## src/rtl/word_access_ctrl_pkg.sv

```systemverilog
// Shared definitions for the byte-serial word access controller:
// state encoding, word geometry and the big-endian byte-lane selector.
package word_access_ctrl_pkg;

    localparam int WORD_BYTES = 4;

    // Controller state encoding
    localparam logic [1:0] ST_IDLE = 2'd0;
    localparam logic [1:0] ST_XFER = 2'd1;
    localparam logic [1:0] ST_RESP = 2'd2;

    // Byte count at which a transfer finishes
    localparam logic [1:0] LAST_WORD_CNT = 2'(WORD_BYTES - 1);
    localparam logic [1:0] LAST_BYTE_CNT = 2'd0;

    // Big-endian lane pick: count 0 is the most significant byte
    function automatic logic [7:0] byte_lane(input logic [31:0] word, input logic [1:0] idx);
        logic [7:0] lane_s;
        case (idx)
            2'd0:    lane_s = word[31:24];
            2'd1:    lane_s = word[23:16];
            2'd2:    lane_s = word[15:8];
            2'd3:    lane_s = word[7:0];
            default: lane_s = 8'h00;
        endcase
        return lane_s;
    endfunction

endpackage

```

## src/rtl/word_access_ctrl_if.sv

```systemverilog
// Client request/response channel of the word access controller.
interface word_access_ctrl_if #(
    parameter int ADDR_W = 8
);
    logic              req_valid;
    logic              req_ready;
    logic              req_write;
    logic              req_word;
    logic [ADDR_W-1:0] req_addr;
    logic [31:0]       req_wdata;
    logic              resp_valid;
    logic [31:0]       resp_rdata;

    modport master (
        output req_valid, req_write, req_word, req_addr, req_wdata,
        input  req_ready, resp_valid, resp_rdata
    );

    modport slave (
        input  req_valid, req_write, req_word, req_addr, req_wdata,
        output req_ready, resp_valid, resp_rdata
    );
endinterface

```

## src/rtl/word_access_ctrl.sv

```systemverilog
// Word access controller: turns single-byte or 4-byte load/store requests
// into a byte-per-cycle sequence on a byte-wide memory (big-endian order).
// All outputs are flops loaded from next-state values, so they line up with
// the state they describe without any combinational path to the pins.
import word_access_ctrl_pkg::*;

module word_access_ctrl #(
    parameter int ADDR_W = 8
) (
    input  logic              ph1,
    input  logic              reset,
    word_access_ctrl_if.slave bus,
    output logic              MemRead,
    output logic              MemWrite,
    output logic [ADDR_W-1:0] Address,
    output logic [7:0]        Write_data,
    input  logic [7:0]        MemData
);

    logic [1:0]        state_r, state_nxt_s;
    logic [1:0]        count_r, count_nxt_s;
    logic [ADDR_W-1:0] base_r, base_nxt_s;
    logic [31:0]       wdata_r, wdata_nxt_s;
    logic              write_r, write_nxt_s;
    logic              word_r, word_nxt_s;
    logic [31:0]       buf_r, buf_nxt_s;
    logic [31:0]       shifted_s;

    logic              req_ready_r, resp_valid_r;
    logic [31:0]       resp_rdata_r, rdata_nxt_s;
    logic              mem_read_r, mem_write_r;
    logic [ADDR_W-1:0] address_r, address_nxt_s;
    logic [7:0]        write_data_r, write_data_nxt_s;
    logic              xfer_nxt_s;

    assign shifted_s = {buf_r[23:0], MemData};

    // Next-state logic: request capture, byte sequencing and load assembly
    always_comb begin
        state_nxt_s = state_r;
        count_nxt_s = count_r;
        base_nxt_s  = base_r;
        wdata_nxt_s = wdata_r;
        write_nxt_s = write_r;
        word_nxt_s  = word_r;
        buf_nxt_s   = buf_r;
        rdata_nxt_s = resp_rdata_r;
        case (state_r)
            ST_IDLE: begin
                if (bus.req_valid) begin
                    state_nxt_s = ST_XFER;
                    count_nxt_s = 2'd0;
                    base_nxt_s  = bus.req_addr;
                    wdata_nxt_s = bus.req_wdata;
                    write_nxt_s = bus.req_write;
                    word_nxt_s  = bus.req_word;
                    buf_nxt_s   = 32'h0000_0000;
                end else begin
                    state_nxt_s = ST_IDLE;
                end
            end
            ST_XFER: begin
                if (!write_r) begin
                    buf_nxt_s = shifted_s;
                end else begin
                    buf_nxt_s = buf_r;
                end
                if (count_r == (word_r ? LAST_WORD_CNT : LAST_BYTE_CNT)) begin
                    state_nxt_s = ST_RESP;
                    rdata_nxt_s = write_r ? 32'h0000_0000 : shifted_s;
                end else begin
                    count_nxt_s = count_r + 2'd1;
                end
            end
            ST_RESP: begin
                state_nxt_s = ST_IDLE;
            end
            default: begin
                state_nxt_s = ST_IDLE;
                count_nxt_s = 2'd0;
            end
        endcase
    end

    // Memory-side output values for the cycle being entered
    always_comb begin
        xfer_nxt_s = (state_nxt_s == ST_XFER);
        if (xfer_nxt_s) begin
            address_nxt_s    = base_nxt_s + ADDR_W'(count_nxt_s);
            write_data_nxt_s = word_nxt_s ? byte_lane(wdata_nxt_s, count_nxt_s)
                                          : wdata_nxt_s[7:0];
        end else begin
            address_nxt_s    = {ADDR_W{1'b0}};
            write_data_nxt_s = 8'h00;
        end
    end

    // State, latched request and registered outputs
    always_ff @(posedge ph1 or posedge reset) begin
        if (reset) begin
            state_r      <= ST_IDLE;
            count_r      <= 2'd0;
            base_r       <= {ADDR_W{1'b0}};
            wdata_r      <= 32'h0000_0000;
            write_r      <= 1'b0;
            word_r       <= 1'b0;
            buf_r        <= 32'h0000_0000;
            req_ready_r  <= 1'b1;
            resp_valid_r <= 1'b0;
            resp_rdata_r <= 32'h0000_0000;
            mem_read_r   <= 1'b0;
            mem_write_r  <= 1'b0;
            address_r    <= {ADDR_W{1'b0}};
            write_data_r <= 8'h00;
        end else begin
            state_r      <= state_nxt_s;
            count_r      <= count_nxt_s;
            base_r       <= base_nxt_s;
            wdata_r      <= wdata_nxt_s;
            write_r      <= write_nxt_s;
            word_r       <= word_nxt_s;
            buf_r        <= buf_nxt_s;
            req_ready_r  <= (state_nxt_s == ST_IDLE);
            resp_valid_r <= (state_nxt_s == ST_RESP);
            resp_rdata_r <= rdata_nxt_s;
            mem_read_r   <= xfer_nxt_s && !write_nxt_s;
            mem_write_r  <= xfer_nxt_s && write_nxt_s;
            address_r    <= address_nxt_s;
            write_data_r <= write_data_nxt_s;
        end
    end

    assign bus.req_ready  = req_ready_r;
    assign bus.resp_valid = resp_valid_r;
    assign bus.resp_rdata = resp_rdata_r;
    assign MemRead        = mem_read_r;
    assign MemWrite       = mem_write_r;
    assign Address        = address_r;
    assign Write_data     = write_data_r;

endmodule

```

## src/flat_wrapper.sv

```systemverilog
// flat-port wrapper written by rule: the top's interface ports become plain ports
module word_access_ctrl_flat 
#(
    parameter int ADDR_W = 8
)
  (ph1, reset, MemRead, MemWrite, Address, Write_data, MemData, bus_req_valid, bus_req_write, bus_req_word, bus_req_addr, bus_req_wdata, bus_req_ready, bus_resp_valid, bus_resp_rdata);
  word_access_ctrl_if #(.ADDR_W(ADDR_W)) bus_i ();
  input  logic ph1;
  input  logic reset;
  output logic MemRead;
  output logic MemWrite;
  output logic [ADDR_W-1:0] Address;
  output logic [7:0] Write_data;
  input  logic [7:0] MemData;
  input wire logic [$bits(bus_i.req_valid)-1:0] bus_req_valid;
  input wire logic [$bits(bus_i.req_write)-1:0] bus_req_write;
  input wire logic [$bits(bus_i.req_word)-1:0] bus_req_word;
  input wire logic [$bits(bus_i.req_addr)-1:0] bus_req_addr;
  input wire logic [$bits(bus_i.req_wdata)-1:0] bus_req_wdata;
  output wire logic [$bits(bus_i.req_ready)-1:0] bus_req_ready;
  output wire logic [$bits(bus_i.resp_valid)-1:0] bus_resp_valid;
  output wire logic [$bits(bus_i.resp_rdata)-1:0] bus_resp_rdata;
  assign bus_i.req_valid = bus_req_valid;
  assign bus_i.req_write = bus_req_write;
  assign bus_i.req_word = bus_req_word;
  assign bus_i.req_addr = bus_req_addr;
  assign bus_i.req_wdata = bus_req_wdata;
  assign bus_req_ready = bus_i.req_ready;
  assign bus_resp_valid = bus_i.resp_valid;
  assign bus_resp_rdata = bus_i.resp_rdata;
  word_access_ctrl #(.ADDR_W(ADDR_W)) u_core (.ph1(ph1), .reset(reset), .bus(bus_i), .MemRead(MemRead), .MemWrite(MemWrite), .Address(Address), .Write_data(Write_data), .MemData(MemData));
endmodule
```

## config.mk

```make
export PLATFORM = sky130hd
export DESIGN_NAME = word_access_ctrl_flat
export DESIGN_NICKNAME = d
export VERILOG_FILES = /design/src/rtl/word_access_ctrl_pkg.sv /design/src/rtl/word_access_ctrl_if.sv /design/src/rtl/word_access_ctrl.sv /design/src/flat_wrapper.sv
export SDC_FILE = /design/constraint.sdc
export NUM_CORES = 1
export LEC_CHECK = 0
export CAP_MARGIN = 0
export CORE_MARGIN = 3
export CORE_UTILIZATION = 55
export DETAILED_ROUTE_END_ITERATION = 6
export PLACE_DENSITY = 0.87
export RECOVER_POWER = 25
export SYNTH_ARGS = -nofsm -noshare
export SYNTH_HDL_FRONTEND = slang
export SYNTH_SLANG_ARGS = --single-unit
export TNS_END_PERCENT = 20
```

## constraint.sdc

```tcl
create_clock -name ph1 -period 7.55 [get_ports ph1]
set_input_delay 0.755 -clock ph1 [delete_from_list [all_inputs] [get_ports ph1]]
set_output_delay 0.755 -clock ph1 [all_outputs]
set_load 0.03 [all_outputs]
```

==> impl_metrics.tcl <==
set metrics [dict create \
    outcome "finished with violations" \
    violations "max-capacitance violations, max-slew violations" \
    clock-sinks 122 \
    wirelength_mm 11.29 \
    cts_tree "built" \
    first_pass_iters 4 \
    cp_data_arrival_time_ns 5.38 \
    worst_pin_slew_ns 2.772 \
    worst_path_most_repeated_cell "nor3_1" \
    cts.clk_slew.worst_paths_ns 0.06 \
    synth.distinct_cells 46 \
    row_count 34 \
    tns_ns 0 \
    grt_first_pass_wirelength_mm 18.39 \
    nFillCells 541 \
    routedWlPerCell_um 18.00 \
    grt_use_total_pct 23.26 \
    syn-instance-count 404 \
    synthArstFlopShare_pct 100.0 \
    initial_core_util_pct 57.14 \
    hpwlAfterDp_mm 7.296 \
    finClkSkew_ns 0.008802 \
    die-width_um 101.4 \
    worst_path_max_delay_cell "clkbuf_1" \
    instances_no_fill 627 \
    dieArea_sq_mm 0.01029 \
    insertion_delay_ns 0.51 \
    max-cap-violations 3 \
    peakVddDrop_uv 227.3 \
    via_per_inst 5.660 \
    fin_nets 562 \
    hold_violations 0 \
    fmax_ghz 0.1994 \
    crit_buf_inv 3 \
    final_layout_size_suffix_gt1_share_pct 11.37 \
    slew_viol_final 152 \
    cts_root_buf "clkbuf_8" \
    cts.repair.resized 0 \
    layout_common_cells "dfrtp_1, clkdlybuf4s50_1, a22o_1" \
    routed.top_layer "met4" \
    crit_fanout 46 \
    grt_setup_unrepaired "false" \
    critPathMaxStageDelay_ns 1.99 \
    gp_congestion 0.7769 \
    synth_edf_count 0 \
    grt_pass1_vias 3721 \
    antenna_found_initial 0 \
    die_y_um 101.4 \
    drt_iter0_markers 182 \
    dp_cells 595 \
    cts_buffers 17 \
    crit_chain "dlygate4sd3_1 -> nor3b_1 -> clkbuf_1 -> mux2_2 -> ha_1 -> inv_1 -> fa_1 -> nor3_1 -> and3_1 -> nor3_1" \
    syn_area_per_cell_sq_um 12.39 \
    clock_path_buffers 2 \
    num_vias 3549 \
    portBuffers 104 \
    final-setup-viol-count 0 \
    p_leak_nw 2.985 \
    area_delta_synth_final_pct 33.18 \
    syn_nets 460 \
    netlist_area_sq_mm 0.005007 \
    grt_max_degree 63 \
    ctsHtreeMaxLevel 4 \
    p_per_area_mw_per_mm2 509.5 \
    routed-wl-met2_mm 5.885 \
    end_kind "register" \
    slew_headroom_pct -84.80 \
    overflow 0 \
    crit_path_start_kind "input pin" \
    n_antenna_cell 0 \
    crit_required_ns 7.91 \
    reg2reg_depth 9 \
    ys_ff_latch 122 \
    yosysSeqAreaShare_pct 60.99 \
    dr_wl_met3_um 593 \
    core_sq_mm 0.008763 \
    cts_setup_buffers 0 \
    path_depth 10 \
    wl_met1_mm 4.631 \
    critical_path_class "in2reg" \
    mostFrequentLayoutCell "dfrtp_1" \
    io_pins 105 \
    whs_path_depth 2 \
    route.detailed.drc 0 \
    period_share_pct 66.43 \
    period_minus_slack_ns 5.015 \
    cpLargestDelayFamily "buffers and inverters" \
    min_path_type "reg2reg" \
    holdBufCountCts 0 \
    finalPower_mw 3.398 \
    synthFlopType "dfrtp_1" \
    yosys_warnings 0 \
    ant_nets 0 \
]
-- registers in the layout, indices dropped and copies added (netlist names) --
register / flops
u_core.bus.resp_rdata: 32
u_core.wdata_r: 32
u_core.buf_r: 24
u_core.Address: 8
u_core.Write_data: 8
u_core.base_r: 8
u_core.count_r: 2
u_core.state_r: 2
u_core.MemRead: 1
u_core.MemWrite: 1
u_core.bus.req_ready: 1
u_core.bus.resp_valid: 1
u_core.word_r: 1
u_core.write_r: 1
-- area by class of cell --
class | count | area (sq um) | share of cell area, %
flip-flops and latches | 122 | 3054 | 45.80
multi-input cells | 222 | 1683 | 25.23
repair buffers | 109 | 1067 | 16.00
clock buffers | 18 | 427.9 | 6.417
clock inverters | 14 | 172.7 | 2.589
well taps | 108 | 135.1 | 2.026
inverters | 34 | 128.9 | 1.932
-- logic make-up (layout without fill, tap and decap cells) --
| family | Yosys count | count (layout) | synth area share (%) |
|---|---|---|---|
| AOI/OAI and AO/OA | 100 | 100 | 15.24 |
| xor gates and xnor gates | 5 | 5 | 0.8745 |
| DFF | 122 | 122 | 60.99 |
| muxes | 41 | 41 | 8.820 |
| adders and majority gates | 4 | 4 | 1.099 |
| buffers and inverters | 60 | 175 | 5.272 |
| and+or+nand+nor | 72 | 72 | 7.696 |
-- final timing paths --
check | start | end | slack [ns]
max reg2reg | u_core.state_r[0] | u_core.Address[6] | 2.81
min | u_core.bus.resp_rdata[28] | u_core.bus.resp_rdata[28] | 0.48
min in group asynchronous | reset | u_core.Address[2] | 1.42
max in group asynchronous | reset | u_core.bus.resp_rdata[14] | 4.44
min reg2reg | u_core.bus.resp_rdata[28] | u_core.bus.resp_rdata[28] | 0.48
max | bus_req_valid | u_core.Address[6] | 2.53
-- worst register-to-register path, stage by stage, from the launching register on --
cell	delay [ns]
dfrtp_1	0.49
nor3b_1	0.26
clkbuf_1	1.99
mux2_2	0.52
ha_1	0.21
inv_1	0.07
fa_1	0.41
nor3_1	0.39
and3_1	0.22
nor3_1	0.05
-- cell usage after synthesis (all sizes together), types with 2 or more instances --
library cell	n	share of area [%]
clkbuf	16	1.2
nor3	7	0.70
nor3b	2	0.40
a22o	40	7.0
o311ai	2	0.35
nand3b	2	0.30
dfrtp	121	60
nor2b	4	0.50
a21oi	12	1.3
ha	2	0.50
mux2	19	4.3
mux2i	22	4.5
nand2	18	1.3
o21ai	16	1.6
a211oi	2	0.30
o21bai	3	0.45
a31oi	2	0.25
o22ai	5	0.62
o211a	2	0.40
and2	3	0.37
a2bb2oi	4	0.70
and3	3	0.37
or3	4	0.50
nand2b	10	1.2
xnor2	5	0.87
inv	34	2.5
nor2	15	1.1
a32o	8	1.6
buf	10	1.5
-- where the power goes --
part	switching, mW	internal, mW
combinational	0.851	0.616
clock	0.292	0.512
sequential	0.170	0.956
-- metrics by stage --
stage               setup WS (ns)  hold WS (ns)  instance area [sq um]  util (%)
CTS                         4.278        0.4792                   6696     76.41
floorplan                   3.554        0.4410                   5007         -
global route                2.305        0.4994                   6669     76.10
detailed placement          3.823        0.4623                   6096     69.56
finish                      2.535        0.4764                   6669     76.10
global placement            3.933        0.4616                   6096     69.56
-- routing by layer --
layer | GRT usage [%] | vias to the layer above
met4 | 8.998 | 0
met2 | 38.53 | 124
met5 | 0 | -
met3 | 5.647 | 19
li1 | - | 1638
met1 | 29.70 | 1768
Power figures use the tool's default switching activity.
